[src/rtl/tff_down_counter.sv]
// tff_down_counter
//
// Loadable, start/stop-controlled binary down-counter with a terminal-count
// pulse. It is the count-down counterpart of the 3-bit T-flip-flop up-counter
// and is meant for "wait N cycles, then act" sequencing.
//
// Control is a three-state FSM (IDLE, RUN, PAUSE). Each edge applies the
// priority load > stop > start > decrement.
//
// Ports:
//   clk       in   rising-edge clock
//   nrst      in   asynchronous active-low reset
//   load      in   load request, highest priority; count and reload <= load_val
//   load_val  in   [WIDTH] value captured on load
//   start     in   begin the countdown from IDLE (ignored when count == 0)
//   stop      in   abort the countdown and hold the count
//   en        in   decrement qualifier while running; low pauses the count
//   count     out  [WIDTH] current counter value, registered
//   busy      out  high while in RUN or PAUSE, registered
//   done      out  one-cycle terminal-count pulse, registered
//   zero      out  combinational, count == 0
//
// Optional feature: define TFF_DOWN_COUNTER_AUTO_RELOAD_EN to turn on
// auto-reload. The terminal decrement then reloads the last loaded value and
// stays in RUN, which gives a periodic done. Without the macro, the terminal
// decrement goes to 0 and returns to IDLE, and that build has no reload
// register.

module tff_down_counter #(
  parameter int unsigned WIDTH = 3  // legal 2..16
) (
  input  logic             clk,
  input  logic             nrst,
  input  logic             load,
  input  logic [WIDTH-1:0] load_val,
  input  logic             start,
  input  logic             stop,
  input  logic             en,
  output logic [WIDTH-1:0] count,
  output logic             busy,
  output logic             done,
  output logic             zero
);

  typedef enum logic [1:0] {
    StIdle  = 2'd0,
    StRun   = 2'd1,
    StPause = 2'd2
  } state_e;

  state_e           r_state;
  logic [WIDTH-1:0] r_count;
  logic             r_busy;
  logic             r_done;

  logic             w_zero;
  logic             w_one;

`ifdef TFF_DOWN_COUNTER_AUTO_RELOAD_EN
  logic [WIDTH-1:0] r_reload;
`endif

  assign w_zero = (r_count == '0);
  assign w_one  = (r_count == WIDTH'(1));

  always_ff @(posedge clk or negedge nrst) begin
    if (!nrst) begin
      r_state  <= StIdle;
      r_count  <= '0;
      r_busy   <= 1'b0;
      r_done   <= 1'b0;
`ifdef TFF_DOWN_COUNTER_AUTO_RELOAD_EN
      r_reload <= '0;
`endif
    end else begin
      // done is a single-cycle pulse. It is re-armed only by a terminal decrement.
      r_done <= 1'b0;

      if (load) begin
        // load overrides everything, including a coincident terminal decrement.
        r_count  <= load_val;
`ifdef TFF_DOWN_COUNTER_AUTO_RELOAD_EN
        r_reload <= load_val;
`endif
        r_state  <= StIdle;
        r_busy   <= 1'b0;
      end else if (stop) begin
        // stop also masks a coincident start while IDLE; count always holds.
        r_state <= StIdle;
        r_busy  <= 1'b0;
      end else begin
        case (r_state)
          StIdle: begin
            if (start && !w_zero) begin
              r_state <= StRun;
              r_busy  <= 1'b1;
            end
          end

          StRun: begin
            if (!en) begin
              r_state <= StPause;
            end else if (w_one) begin
              r_done <= 1'b1;
`ifdef TFF_DOWN_COUNTER_AUTO_RELOAD_EN
              r_count <= r_reload;
`else
              r_count <= '0;
              r_state <= StIdle;
              r_busy  <= 1'b0;
`endif
            end else begin
              // In RUN, count >= 1 is guaranteed, so this can never underflow.
              r_count <= r_count - WIDTH'(1);
            end
          end

          StPause: begin
            // The resume edge only returns to RUN. Decrementing resumes on the next edge.
            if (en) begin
              r_state <= StRun;
            end
          end

          default: begin
            r_state <= StIdle;
            r_busy  <= 1'b0;
          end
        endcase
      end
    end
  end

  assign count = r_count;
  assign busy  = r_busy;
  assign done  = r_done;
  assign zero  = w_zero;

endmodule

[config.mk]
export PLATFORM = sky130hd
export DESIGN_NAME = tff_down_counter
export DESIGN_NICKNAME = d
export VERILOG_FILES = /design/src/rtl/tff_down_counter.sv
export SDC_FILE = /design/constraint.sdc
export NUM_CORES = 1
export LEC_CHECK = 0
export CAP_MARGIN = 20
export CORE_AREA = 2 2 39 41
export DETAILED_ROUTE_END_ITERATION = 8
export DIE_AREA = 0 0 41 43
export PLACE_DENSITY_LB_ADDON = 0.3
export SYNTH_ARGS = -nofsm -noshare
export SYNTH_HDL_FRONTEND = slang
export SYNTH_SLANG_ARGS = --single-unit
[constraint.sdc]
create_clock -name clk -period 3 [get_ports clk]
set_clock_uncertainty 0.05 [all_clocks]
set_input_delay 0.3 -clock clk [delete_from_list [all_inputs] [get_ports clk]]
set_output_delay 0.3 -clock clk [all_outputs]
set_load 0.01 [all_outputs]
==> run metrics, run 1 <==
status finished clean; final period utilization 0.6513; vias in the first global route 370; Crit. End Element primary output; num rows 14; clock latency on the worst-skew pair 250 ps; Hold Crit Class in2async; port bufs 14; Diodes inserted 0; Chip Width 41 um; total CTS buffers 3; Clock Pin Slew Worst Setup and Hold Paths 50 ps; Slew Limit Fails 0; Adder-Cell Fraction of Synth Area 0.08475; nets 72; wire length on met3 55 um; Post-CTS Setup Inserts 0; CP Class reg2out; PD cells 401.6 nW/um^2; Fin Hold WS 273.4 ps; most common cell after layout, fill and taps aside clkdlybuf4s50_1; die area 1763 um^2; Filler cells 133; CTS Hold Buffers Added 0; initial antenna violation count 0; Mapped Nets 54; met2 wire len 409 um; Avg Cell Area, Syn 10.55 um^2; drt total wl 920 um; drt pass-1 iters 2; max layer used met4; Mapped Cells 42; Compound-Gate Fraction of Synth Area 0.2090; Root Driver clkbuf_4; vias per cell 5.147; H-tree depth 1; Final TNS setup 0 ps; commonest non-fill, non-tap cells in the layout clkdlybuf4s50_1, dfrtp_1, inv_1; remaining global-route overflow 0; Seq/Total Area, Yosys 0.3955; Synth Cell Area 442.9 um^2; worst vdd ir 0.1941 mV; layout cells sized above 1 0.1017; Vias 386; RSZ-0062 raised after global routing no; multi-input logic area 245.2 um^2; FF/Latch Area 175.2 um^2; Routed Antenna Nets 0; Leak Pwr 0.2523 nW; CTS tree done; io pins 15; Distinct cells, synth 23; CORE AREA 1384 um^2; Final Hold Fails 0; die height 43 um; Sink Count 7; Post-route DRC 0; post-route minimum period 1954 ps; DR iter-0 viols 2; largest net degree at the start of global routing 12; main combinational cell family by area after synthesis simple AND/OR/NAND/NOR gates; post-DP HPWL 686 um; fmax 511.8 MHz; cts repair resizes 0; Metal-1 WL 444 um; flops & latches, synth 7; Tot GR Track Use 0.1355; Synth Warn # 0; Synth Area in XOR/XNOR 0.01977; worst rel slew slack 0.7457; CP max FO 4; first-pass GRT wire length 1.524 mm; Critical Path Start count[0]; post-synthesis simple-gate area fraction 0.2401; startpoint types flop; Clock Path Buffers 2; gpl congestion 0.6976; Area Overhead vs Synth 41.24%; worst path arrival time 1600 ps; Req. time, crit path 2650 ps; Tot Pwr 0.2512 mW; starting density of the core 0.3201; max-capacitance violation count 0; Avg WL per Cell 12.27 um; post-synthesis mux area share 0; final setup vio count 0; worst r2r src count[1]; Worst-Margin Slew 371.9 ps
synthesized netlist by cell type:
master,number,area (um^2)
o21bai_1,1,7.510
nand3b_1,1,7.510
nor2b_1,3,18.77
nand2b_1,3,18.77
o311ai_1,1,8.760
nand4bb_2,1,16.27
nand2_1,2,7.510
a221oi_1,1,8.760
nor2_1,1,3.750
inv_1,5,18.77
xnor2_1,1,8.760
o41ai_1,1,8.760
dfrtp_1,7,175.2
ha_1,3,37.54
o21a_1,1,7.510
nor4_1,2,12.51
a2111oi_0,2,17.52
a221o_1,1,10.01
o22a_1,1,8.760
clkbuf_1,1,3.750
a2111oi_2,1,15.01
nor3b_2,1,12.51
or3b_1,1,8.760
through the flow:
stage                     instances  setup slack, ps    util  instance area [um^2]
after floorplan                  42             1340       -                 442.9
after global placement           71             1256  0.4331                 599.3
after detailed placement         71             1230  0.4331                 599.3
after CTS                        75             1014  0.4521                 625.6
after global routing             75            920.5  0.4521                 625.6
final                            75             1046  0.4521                 625.6
worst max-delay path: stages, from the launching register on:
cell             delay, ps
dfrtp_1                410
inv_1                  110
ha_1                   190
nand2b_1                80
inv_1                   50
clkdlybuf4s50_1        520
report_power, final:
part / internal [mW] / leakage (nW) / total (mW) / switching [mW]
logic: 0.0345 / 0.147 / 0.0598 / 0.0253
registers: 0.100 / 0.0903 / 0.108 / 0.00738
clock network: 0.0506 / 0.0150 / 0.0837 / 0.0330
total: 0.186 / 0.252 / 0.251 / 0.0657
path summary, 6_finish.rpt:
check                             end  slack (ps)  depth (start not counted)
max in group asynchronous    count[2]        2370                          1
hold / removal             r_state[0]         270                          1
setup reg to reg           r_state[0]        1300                          5
setup / recovery                 zero        1050                          5
hold reg to reg              count[1]         510                          2
min in group clk             count[1]         510                          2
kinds of logic after synthesis:
| family | count (synthesis) |
|---|---|
| flops | 7 |
| compound gates | 10 |
| buf+inv | 6 |
| xor+xnor | 1 |
| simple gates | 15 |
| fa+ha+maj | 3 |
registers in the layout, summed over array words and instances, names as in the netlist:
name     cells
r_state      2
done         1
busy         1
count        3
layout make-up:
type | instances | share of cell area
inverter | 5 | 0.03000
sequential | 7 | 0.2800
timing repair buffer | 14 | 0.2240
clock buffer | 4 | 0.04200
tap | 16 | 0.03200
multi-input combinational | 29 | 0.3920
metal layers:
| layer | vias to the layer above | global-route usage |
|---|---|---|
| li1 | 191 | - |
| met1 | 182 | 0.1743 |
| met2 | 11 | 0.1688 |
| met3 | 2 | 0.04712 |
| met4 | 0 | 0.1200 |
| met5 | - | 0 |
Power figures use the tool's default switching activity.
==> run 2: changes to the inputs <==
- clock period: 3 -> 1.6 ns (I/O delays scaled with it)
==> run 2 against run 1 <==
Net effect: register-to-register slack worse by 1300 ps; sequential power up 87%; clock-buffer cell count fell by 1; largest cell class unchanged; flip-flop and latch count did not move; non-clock buffer count is 9 higher.
==> run metrics, run 2 (synthesis results as in run 1) <==
status finished clean; Req. time, crit path 1720 ps (-930 ps); Tot GR Track Use 0.1682 (+0.03269); final period utilization 0.9851; initial antenna violation count 0 (unchanged); startpoint types flop; Crit. End Element flop; CTS tree done; num rows 14 (unchanged); Critical Path Start count[0]; Chip Width 41 um (unchanged); total CTS buffers 3 (unchanged); FF/Latch Area 175.2 um^2 (unchanged); vias per cell 5.119 (-0.54%); post-route minimum period 1576 ps; starting density of the core 0.3201 (unchanged); most common cell after layout, fill and taps aside clkdlybuf4s50_1; CP Class reg2reg; drt pass-1 iters 2 (unchanged); Diodes inserted 0 (unchanged); worst r2r dst r_state[0]; first-pass GRT wire length 1.938 mm (+27%); Fin Hold WS 107.1 ps (-166.2 ps); depth of the most critical reg-to-reg path 5 (unchanged); largest net degree at the start of global routing 11 (-1); CTS Hold Buffers Added 0 (unchanged); Hold Crit Class in2async; io pins 15 (unchanged); RSZ-0062 raised after global routing yes; Worst-Margin Slew 443.6 ps (+71.70 ps); drt total wl 1.148 mm (+25%); Root Driver clkbuf_4; worst r2r src count[0]; clock latency on the worst-skew pair 270 ps (+20 ps); worst rel slew slack 0.7043 (-0.04139); R2R setup slack 20 ps (-1280 ps); commonest non-fill, non-tap cells in the layout clkdlybuf4s50_1, buf_4, dfrtp_1; H-tree depth 1 (unchanged); Avg WL per Cell 13.67 um (+11%); die area 1763 um^2 (unchanged); Clock Pin Slew Worst Setup and Hold Paths 60 ps (about the same); fmax 634.4 MHz; Filler cells 122 (-8.3%); vias in the first global route 431 (+16%); Sink Count 7 (unchanged); port bufs 14 (unchanged); layout cells sized above 1 0.3235 (+0.2218); worst vdd ir 0.3231 mV (+67%); max-capacitance violation count 0 (unchanged); Leak Pwr 0.3139 nW (+24%); Vias 430 (+11%); die height 43 um (unchanged); Post-route DRC 0 (unchanged); remaining global-route overflow 0 (unchanged); post-DP HPWL 768 um (+12%); Area Overhead vs Synth 64.97%; worst path arrival time 1700 ps (+100 ps); Routed Antenna Nets 0 (unchanged); gpl congestion 0.7274 (+4.3%); PD cells 731.5 nW/um^2 (+82%); max reg flops 3 (unchanged); Tot Pwr 0.5345 mW (+110%); Slew Limit Fails 0 (unchanged); Final Hold Fails 0 (unchanged); CP max FO 2 (-2); nets 81 (+13%); CORE AREA 1384 um^2 (unchanged); multi-input logic area 280.3 um^2 (+14%); Clock Path Buffers 2 (unchanged); final setup vio count 0 (unchanged); DR iter-0 viols 6 (+4)
run 2: changes by cell type in the layout (fill, tap and decap cells not counted), sizes merged:
cell	delta
buf	+9
clkdlybuf4s50	-2
clkinv	+1
dlymetal6s2s	+1
run 2: what timing repair did:
item / CTS / global route
pin swaps: 3 / 1
resized for setup: 7 / 4
endpoints found under the setup margin: 2 / 3
buffers inserted: 5 / 0
run 2: worst max-delay path: stages (launching register included):
cell and delay (ps):
dfrtp_1 380, buf_6 120, ha_4 140, nor2b_4 120, or3b_4 380, a2111oi_4 270
run 2: report_power, final:
part           internal, mW  total, mW  switching [mW]
Sequential            0.188      0.202          0.0145
Clock                0.0926      0.179          0.0869
Combinational        0.0899      0.153          0.0630
Total                 0.370      0.534           0.164
run 2: worst max-delay path by stage:
stage,to,cells after the start
after global placement,r_state[0],4
final,r_state[0],5
after CTS,r_state[0],5
after global routing,r_state[0],5
after floorplan,r_state[0],5
after detailed placement,r_state[0],4
run 2: metal layers:
layer | track usage | vias to the layer above | share of wire
met4 | 0.1200 | 0 | 0.031
li1 | - | 208 | -
met1 | 0.2208 | 207 | 0.45
met5 | 0 | - | 0
met2 | 0.2344 | 10 | 0.49
met3 | 0.03141 | 5 | 0.026
run 2: area by class of cell:
class | instances | share of cell area
Sequential cell | 7 | 0.2397
Multi-Input combinational cell | 29 | 0.3836
Inverter | 5 | 0.02568
Clock inverter | 1 | 0.006849
Timing Repair Buffer | 23 | 0.2860
Clock buffer | 3 | 0.03082
Tap cell | 16 | 0.02740
run 2: metrics by stage:
stage / std cells / setup TNS (ps) / setup slack, ps / instance area, um^2 / util
floorplan: 42 / 0 / 14.42 / 445.4 / -
global placement: 75 / 0 / 42.46 / 631.9 / 0.4566
detailed placement: 75 / 0 / 6.284 / 631.9 / 0.4566
CTS: 84 / -27.36 / -27.36 / 718.2 / 0.5190
global route: 84 / -23.87 / -23.87 / 730.7 / 0.5280
finish: 84 / 0 / 23.76 / 730.7 / 0.5280
